`src/rtl/mul_hilo_ctrl_if.sv`:
```
// Request, multiplier and HI/LO read bundle for mul_hilo_ctrl.
// Latency: none (wires only).
// Backpressure: req_ready and rd_stall are driven by the controller (slave side).
//
// Signals:
//   req_valid/req_ready/req_op/req_a/req_b : operation request handshake
//   mul_a/mul_b -> external signed multiplier, mul_c <- its registered 64-bit product
//   hi/lo/busy/done                         : architectural state and status
//   rd_req/rd_stall                         : consumer read interlock
interface mul_hilo_ctrl_if;
    logic        req_valid;
    logic        req_ready;
    logic [1:0]  req_op;
    logic [31:0] req_a;
    logic [31:0] req_b;
    logic [31:0] mul_a;
    logic [31:0] mul_b;
    logic [63:0] mul_c;
    logic [31:0] hi;
    logic [31:0] lo;
    logic        busy;
    logic        done;
    logic        rd_req;
    logic        rd_stall;

    // Controller side
    modport slave (
        input  req_valid, req_op, req_a, req_b, mul_c, rd_req,
        output req_ready, mul_a, mul_b, hi, lo, busy, done, rd_stall
    );

    // Requester / multiplier / consumer side
    modport master (
        output req_valid, req_op, req_a, req_b, mul_c, rd_req,
        input  req_ready, mul_a, mul_b, hi, lo, busy, done, rd_stall
    );
endinterface

```
`src/rtl/mul_hilo_ctrl.sv`:
```
// HI/LO multiply controller: sequences an external signed multiplier and owns HI/LO.
// Latency: multiply accepted at T captures into HI/LO at T+2, done pulses after; MTHI/MTLO take one edge.
// Backpressure: req_ready low in MUL and CAP; rd_stall = rd_req && busy.
//
// Ports: clk, rst_n (async active-low), bus (mul_hilo_ctrl_if.slave).
// Build option: define MUL_UNSIGNED_EN to give MULTU a true unsigned result;
// without it MULTU behaves exactly like MULT.
module mul_hilo_ctrl (
    input  logic              clk,
    input  logic              rst_n,
    mul_hilo_ctrl_if.slave    bus
);

    localparam logic [1:0] OP_MTHI = 2'b10;

    typedef enum logic [1:0] {
        S_IDLE = 2'd0,
        S_MUL  = 2'd1,
        S_CAP  = 2'd2
    } state_t;

    state_t      r_state;
    state_t      w_next;
    logic [31:0] r_mul_a;
    logic [31:0] r_mul_b;
    logic [31:0] r_hi;
    logic [31:0] r_lo;
    logic        r_done;

    logic        w_acc;
    logic        w_acc_mul;
    logic        w_acc_wr;
    logic        w_busy;
    logic [63:0] w_prod;

    assign w_acc     = bus.req_valid && (r_state == S_IDLE);
    assign w_acc_mul = w_acc && !bus.req_op[1];
    assign w_acc_wr  = w_acc &&  bus.req_op[1];
    assign w_busy    = (r_state != S_IDLE);

    // ---------------- FSM ----------------
    always_ff @(posedge clk or negedge rst_n) begin
        if (!rst_n) begin
            r_state <= S_IDLE;
        end else begin
            r_state <= w_next;
        end
    end

    always_comb begin
        w_next = r_state;
        case (r_state)
            S_IDLE:  if (w_acc_mul) w_next = S_MUL;
            S_MUL:   w_next = S_CAP;   // multiplier samples mul_a/mul_b on this edge
            S_CAP:   w_next = S_IDLE;  // mul_c is valid now; HI/LO capture on this edge
            default: w_next = S_IDLE;
        endcase
    end

    // ---------------- product correction ----------------
`ifdef MUL_UNSIGNED_EN
    logic        r_op_u;
    logic [63:0] w_corr_a;
    logic [63:0] w_corr_b;

    always_ff @(posedge clk or negedge rst_n) begin
        if (!rst_n) begin
            r_op_u <= 1'b0;
        end else if (w_acc_mul) begin
            r_op_u <= bus.req_op[0];
        end
    end

    // Signed product of the raw bit patterns differs from the unsigned one by
    // 2^32*b when a's top bit is set, and 2^32*a when b's top bit is set.
    assign w_corr_a = (r_op_u && r_mul_a[31]) ? {r_mul_b, 32'h0} : 64'h0;
    assign w_corr_b = (r_op_u && r_mul_b[31]) ? {r_mul_a, 32'h0} : 64'h0;
    assign w_prod   = bus.mul_c + w_corr_a + w_corr_b;
`else
    assign w_prod   = bus.mul_c;
`endif

    // ---------------- datapath ----------------
    always_ff @(posedge clk or negedge rst_n) begin
        if (!rst_n) begin
            r_mul_a <= 32'h0;
            r_mul_b <= 32'h0;
            r_hi    <= 32'h0;
            r_lo    <= 32'h0;
            r_done  <= 1'b0;
        end else begin
            r_done <= (r_state == S_CAP);
            // Operands stay put until the next accepted multiply.
            if (w_acc_mul) begin
                r_mul_a <= bus.req_a;
                r_mul_b <= bus.req_b;
            end
            // Capture and register writes are exclusive: writes only accept in IDLE.
            if (r_state == S_CAP) begin
                {r_hi, r_lo} <= w_prod;
            end else if (w_acc_wr) begin
                if (bus.req_op == OP_MTHI) r_hi <= bus.req_a;
                else                       r_lo <= bus.req_a;
            end
        end
    end

    assign bus.req_ready = (r_state == S_IDLE);
    assign bus.mul_a     = r_mul_a;
    assign bus.mul_b     = r_mul_b;
    assign bus.hi        = r_hi;
    assign bus.lo        = r_lo;
    assign bus.busy      = w_busy;
    assign bus.done      = r_done;
    assign bus.rd_stall  = bus.rd_req && w_busy;

endmodule

```
`src/flat_wrapper.sv`:
```
// flat-port wrapper written by rule: the top's interface ports become plain ports
module mul_hilo_ctrl_flat 
  (clk, rst_n, bus_req_valid, bus_req_op, bus_req_a, bus_req_b, bus_mul_c, bus_rd_req, bus_req_ready, bus_mul_a, bus_mul_b, bus_hi, bus_lo, bus_busy, bus_done, bus_rd_stall);
  mul_hilo_ctrl_if bus_i ();
  input  logic clk;
  input  logic rst_n;
  input wire logic [$bits(bus_i.req_valid)-1:0] bus_req_valid;
  input wire logic [$bits(bus_i.req_op)-1:0] bus_req_op;
  input wire logic [$bits(bus_i.req_a)-1:0] bus_req_a;
  input wire logic [$bits(bus_i.req_b)-1:0] bus_req_b;
  input wire logic [$bits(bus_i.mul_c)-1:0] bus_mul_c;
  input wire logic [$bits(bus_i.rd_req)-1:0] bus_rd_req;
  output wire logic [$bits(bus_i.req_ready)-1:0] bus_req_ready;
  output wire logic [$bits(bus_i.mul_a)-1:0] bus_mul_a;
  output wire logic [$bits(bus_i.mul_b)-1:0] bus_mul_b;
  output wire logic [$bits(bus_i.hi)-1:0] bus_hi;
  output wire logic [$bits(bus_i.lo)-1:0] bus_lo;
  output wire logic [$bits(bus_i.busy)-1:0] bus_busy;
  output wire logic [$bits(bus_i.done)-1:0] bus_done;
  output wire logic [$bits(bus_i.rd_stall)-1:0] bus_rd_stall;
  assign bus_i.req_valid = bus_req_valid;
  assign bus_i.req_op = bus_req_op;
  assign bus_i.req_a = bus_req_a;
  assign bus_i.req_b = bus_req_b;
  assign bus_i.mul_c = bus_mul_c;
  assign bus_i.rd_req = bus_rd_req;
  assign bus_req_ready = bus_i.req_ready;
  assign bus_mul_a = bus_i.mul_a;
  assign bus_mul_b = bus_i.mul_b;
  assign bus_hi = bus_i.hi;
  assign bus_lo = bus_i.lo;
  assign bus_busy = bus_i.busy;
  assign bus_done = bus_i.done;
  assign bus_rd_stall = bus_i.rd_stall;
  mul_hilo_ctrl u_core (.clk(clk), .rst_n(rst_n), .bus(bus_i));
endmodule
```
`config.mk`:
```
export PLATFORM = sky130hd
export DESIGN_NAME = mul_hilo_ctrl_flat
export DESIGN_NICKNAME = d
export VERILOG_FILES = /design/src/rtl/mul_hilo_ctrl_if.sv /design/src/rtl/mul_hilo_ctrl.sv /design/src/flat_wrapper.sv
export SDC_FILE = /design/constraint.sdc
export NUM_CORES = 1
export LEC_CHECK = 0
export BUFFER_PORTS_ARGS = -buffer_cell sky130_fd_sc_hd__buf_2
export CAP_MARGIN = 20
export CORE_ASPECT_RATIO = 0.6
export CORE_UTILIZATION = 40
export DETAILED_ROUTE_END_ITERATION = 7
export PLACE_DENSITY = 0.71
export SLEW_MARGIN = 0
export SYNTH_ARGS = -nofsm -noshare
export SYNTH_HDL_FRONTEND = slang
export SYNTH_SLANG_ARGS = --single-unit
```
`constraint.sdc`:
```
create_clock -name clk -period 2.2 [get_ports clk]
set_clock_uncertainty 0.2 [all_clocks]
set_input_delay 0.44 -clock clk [delete_from_list [all_inputs] [get_ports clk]]
set_output_delay 0.44 -clock clk [all_outputs]
set_load 0.005 [all_outputs]
```
==> out/summary.txt <==
=================================================================================================
Die Footprint ......................................................................   0.0144 mm2
Number of hold-slack violations in the final timing report .........................            0
Seq/Total Area, Yosys ..............................................................        0.588
Final global-route overflow total ..................................................            0
Peak VDD IR ........................................................................       461 uV
Number of distinct library cell variants in the gate-level netlist after synthesis .           25
Final worst path period need .......................................................      2140 ps
Fin util ...........................................................................        0.592
Max-cap violations .................................................................            0
Pin count of the biggest net entering global routing ...............................           52
Max transition margin ..............................................................        0.664
Count of flip-flops with a built-in enable after synthesis .........................            0
Most common library cell in the layout ignoring fill and taps ......................        buf_2
Clock tree from TritonCTS ..........................................................         done
Worst setup EP type ................................................................         flop
CP max-delay cell ..................................................................      dfrtp_1
Number of antenna violations at the first check in global routing ..................            0
Final Max Slew Viols ...............................................................            0
Largest fanout of any net on the critical path .....................................           29
Share of post-route cells with drive strength above 1 ..............................        0.579
Number of remaining DRC errors .....................................................            0
Initial standard-cell utilization of the core ......................................        0.422
Post-route worst hold slack ........................................................      53.8 ps
Fraction of registers with async set/reset .........................................         1.00
Cell Chain, Critical Path .......................................................... buf_4, or2_4, nor3b_4, buf_4, buf_12, mux2_2
Number of setup violations in the final report .....................................            0
Number of global-route vias before repair ..........................................        4,586
Number of warnings issued by yosys .................................................            0
Unrepaired setup endpoints after global routing ....................................           no
Path category of the worst min-delay check .........................................       in2reg
Area growth from synthesis to layout ...............................................        40.3%
Final TNS setup ....................................................................         0 ps
Detail-routed net length per standard cell .........................................      19.6 um
Post-Route WL ......................................................................    16,500 um
Arrival time worst endpoint ........................................................      2220 ps
Last weighted congestion value of the routability-driven placer ....................        0.832
Critical setup path kind ...........................................................      reg2reg
Required @ worst endpoint ..........................................................      2280 ps
Syn avg cell area ..................................................................     14.7 um2
Die X ..............................................................................       154 um
Outcome ............................................................................ complete, no violations
CTS H-tree lvls ....................................................................            4
GR Util All Layers .................................................................        0.231
Vias per cell ......................................................................         5.26
Post-route ant nets ................................................................            0
Cell Area, Synth ...................................................................  0.00558 mm2
Compound-cell area share of the yosys netlist ......................................        0.112
Clock latency on the worst-skew pair ...............................................       400 ps
Number of placement rows ...........................................................           32
Syn_nets ...........................................................................          514
Clock Root Buffer ..................................................................    clkbuf_16
Detailed-routing iteration count for the pre-antenna-repair pass ...................            4
Share of cell area taken by muxes after synthesis ..................................        0.193
Overall Power ......................................................................      7.66 mW
Delay contributed by the slowest stage of the critical path ........................       410 ps
Bufs on Longest Clock Path .........................................................            2
Number of synthesized register bits ................................................          131
Commonest cells after routing, fill and taps aside ................................. buf_2, dfrtp_1, a221o_1
Number of buffers inserted by port buffering .......................................          265
Ports placed on the boundary .......................................................          266
Number of vias in the routed layout ................................................        4,443
Total clock sinks ..................................................................          131
Iteration-0 DRC Markers ............................................................          198
Lkg Pwr ............................................................................      3.97 nW
Inserted Clock Buffers .............................................................           17
Global-route wire length before repair .............................................    25,200 um
Post-Synth Simple-Gate Area ........................................................       0.0649
Total core area ....................................................................   0.0132 mm2
Part of the cycle the worst path needs .............................................        0.973
XOR/XNOR Fraction of Synth Area ....................................................            0
Count of placed standard cells in the final layout, fillers left out ...............          845
Number of nets in the layout .......................................................          796
Synthesized-area fraction occupied by adder cells ..................................            0
Maximum achievable frequency .......................................................      467 MHz
Register clock-pin slew on the reported worst setup and hold paths .................        60 ps
Leading register cell type out of synthesis ........................................      dfrtp_1
Worst-Margin Slew ..................................................................       504 ps
Cell seen most often among critical-path stages ....................................        buf_4
Inserted Diodes ....................................................................            0
Startpoint kind of the worst setup timing path .....................................         flop
PD cells ...........................................................................   979 mW/mm2
Vertical die dimension .............................................................      93.5 um
HPWL after detailed placement ......................................................    11,700 um
Post-synthesis cell count ..........................................................          380
Dominant combinational cell family by area after synthesis ......................... multiplexers
Total instance count after detailed placement ......................................          806
=================================================================================================
[critical path: cells and delay by family (launching register included)]
kind	cells	cell delay, ps
buffers and inverters	3	540
AND/OR/NAND/NOR	2	500
multiplexers	1	370
flip-flops	1	410
[path summary, 6_finish.rpt]
kind / from / to / slack, ps / cells after the start
max: u_core.r_state[0]$_DFFE_PN0P_ / u_core.bus.mul_a[12]$_DFFE_PN0P_ / 60 / 6
min: bus_req_b[30] / u_core.bus.mul_b[30]$_DFFE_PN0P_ / 50 / 2
max reg2reg: u_core.r_state[0]$_DFFE_PN0P_ / u_core.bus.mul_a[12]$_DFFE_PN0P_ / 60 / 6
min reg2reg: u_core.bus.mul_b[30]$_DFFE_PN0P_ / u_core.bus.mul_b[30]$_DFFE_PN0P_ / 280 / 1
max in group asynchronous: rst_n / u_core.bus.mul_a[3]$_DFFE_PN0P_ / 840 / 3
min in group asynchronous: rst_n / u_core.bus.mul_a[25]$_DFFE_PN0P_ / 370 / 2
[final cells by class]
type                    instances  area [um2]
repair buffers                294        1650
clock inverters                14         130
well taps                     170         213
clock buffers                  18         429
multi-input cells             217        2110
inverters                       1        3.75
flip-flops and latches        131        3280
fillers                      1095        5390
[logic make-up (layout without fill, tap and decap cells)]
| kind of cell | after synthesis | after routing |
|---|---|---|
| AO/OA/AOI/OAI | 77 | 77 |
| AND/OR/NAND/NOR | 56 | 56 |
| flip-flops | 131 | 131 |
| multiplexers | 84 | 84 |
| buffers and inverters | 32 | 327 |
[cell usage after synthesis (2+ instances only)]
master / count / share of area
buf_6: 2 / 0.0040
buf_4: 3 / 0.0040
o21ai_0: 28 / 0.025
a31oi_1: 2 / 0.0022
and2_1: 30 / 0.034
a221o_1: 47 / 0.084
buf_12: 4 / 0.014
nor2b_1: 2 / 0.0022
dfrtp_1: 131 / 0.59
buf_2: 9 / 0.0081
mux2_1: 9 / 0.018
mux2_4: 40 / 0.11
clkbuf_1: 11 / 0.0074
mux2i_1: 14 / 0.025
mux2_2: 21 / 0.042
and3_1: 18 / 0.020
[report_power, final]
part           switching (mW)  internal, mW  leakage [nW]  total [mW]
combinational           0.719          1.01          2.13        1.73
sequential              0.300          2.94          1.59        3.24
clock                    1.11          1.57         0.260        2.68
[timing repair]
item | 4_1_cts | 5_1_grt
gates cloned | 0 | 1
pin swaps | 1 | 1
resized for setup | 0 | 2
hold buffers | 1 | 0
hold endpoints to repair | 46 | 0
setup endpoints to repair | 29 | 4
setup buffers | 1 | 5
[flip-flops by register name (all words and copies together), names as in the netlist]
name	count
u_core.bus.lo	32
u_core.bus.mul_a	32
u_core.bus.mul_b	32
u_core.r_state	2
u_core.bus.done	1
u_core.bus.hi	32
[routing by layer]
layer	global-route usage	vias to the layer above	share of wire
met5	0	-	0
met4	0.0718	0	0.0084
met2	0.372	224	0.47
met1	0.305	2227	0.44
li1	-	1981	-
met3	0.0598	11	0.083
[through the flow]
stage                     instance area [um2]  worst slack (ps)
after floorplan                          5580               304
after global placement                   7180              -200
after detailed placement                 7180              -264
after CTS                                7760              26.9
after global routing                     7820              26.3
final                                    7820              59.7
(Power assumes the default switching activity.)
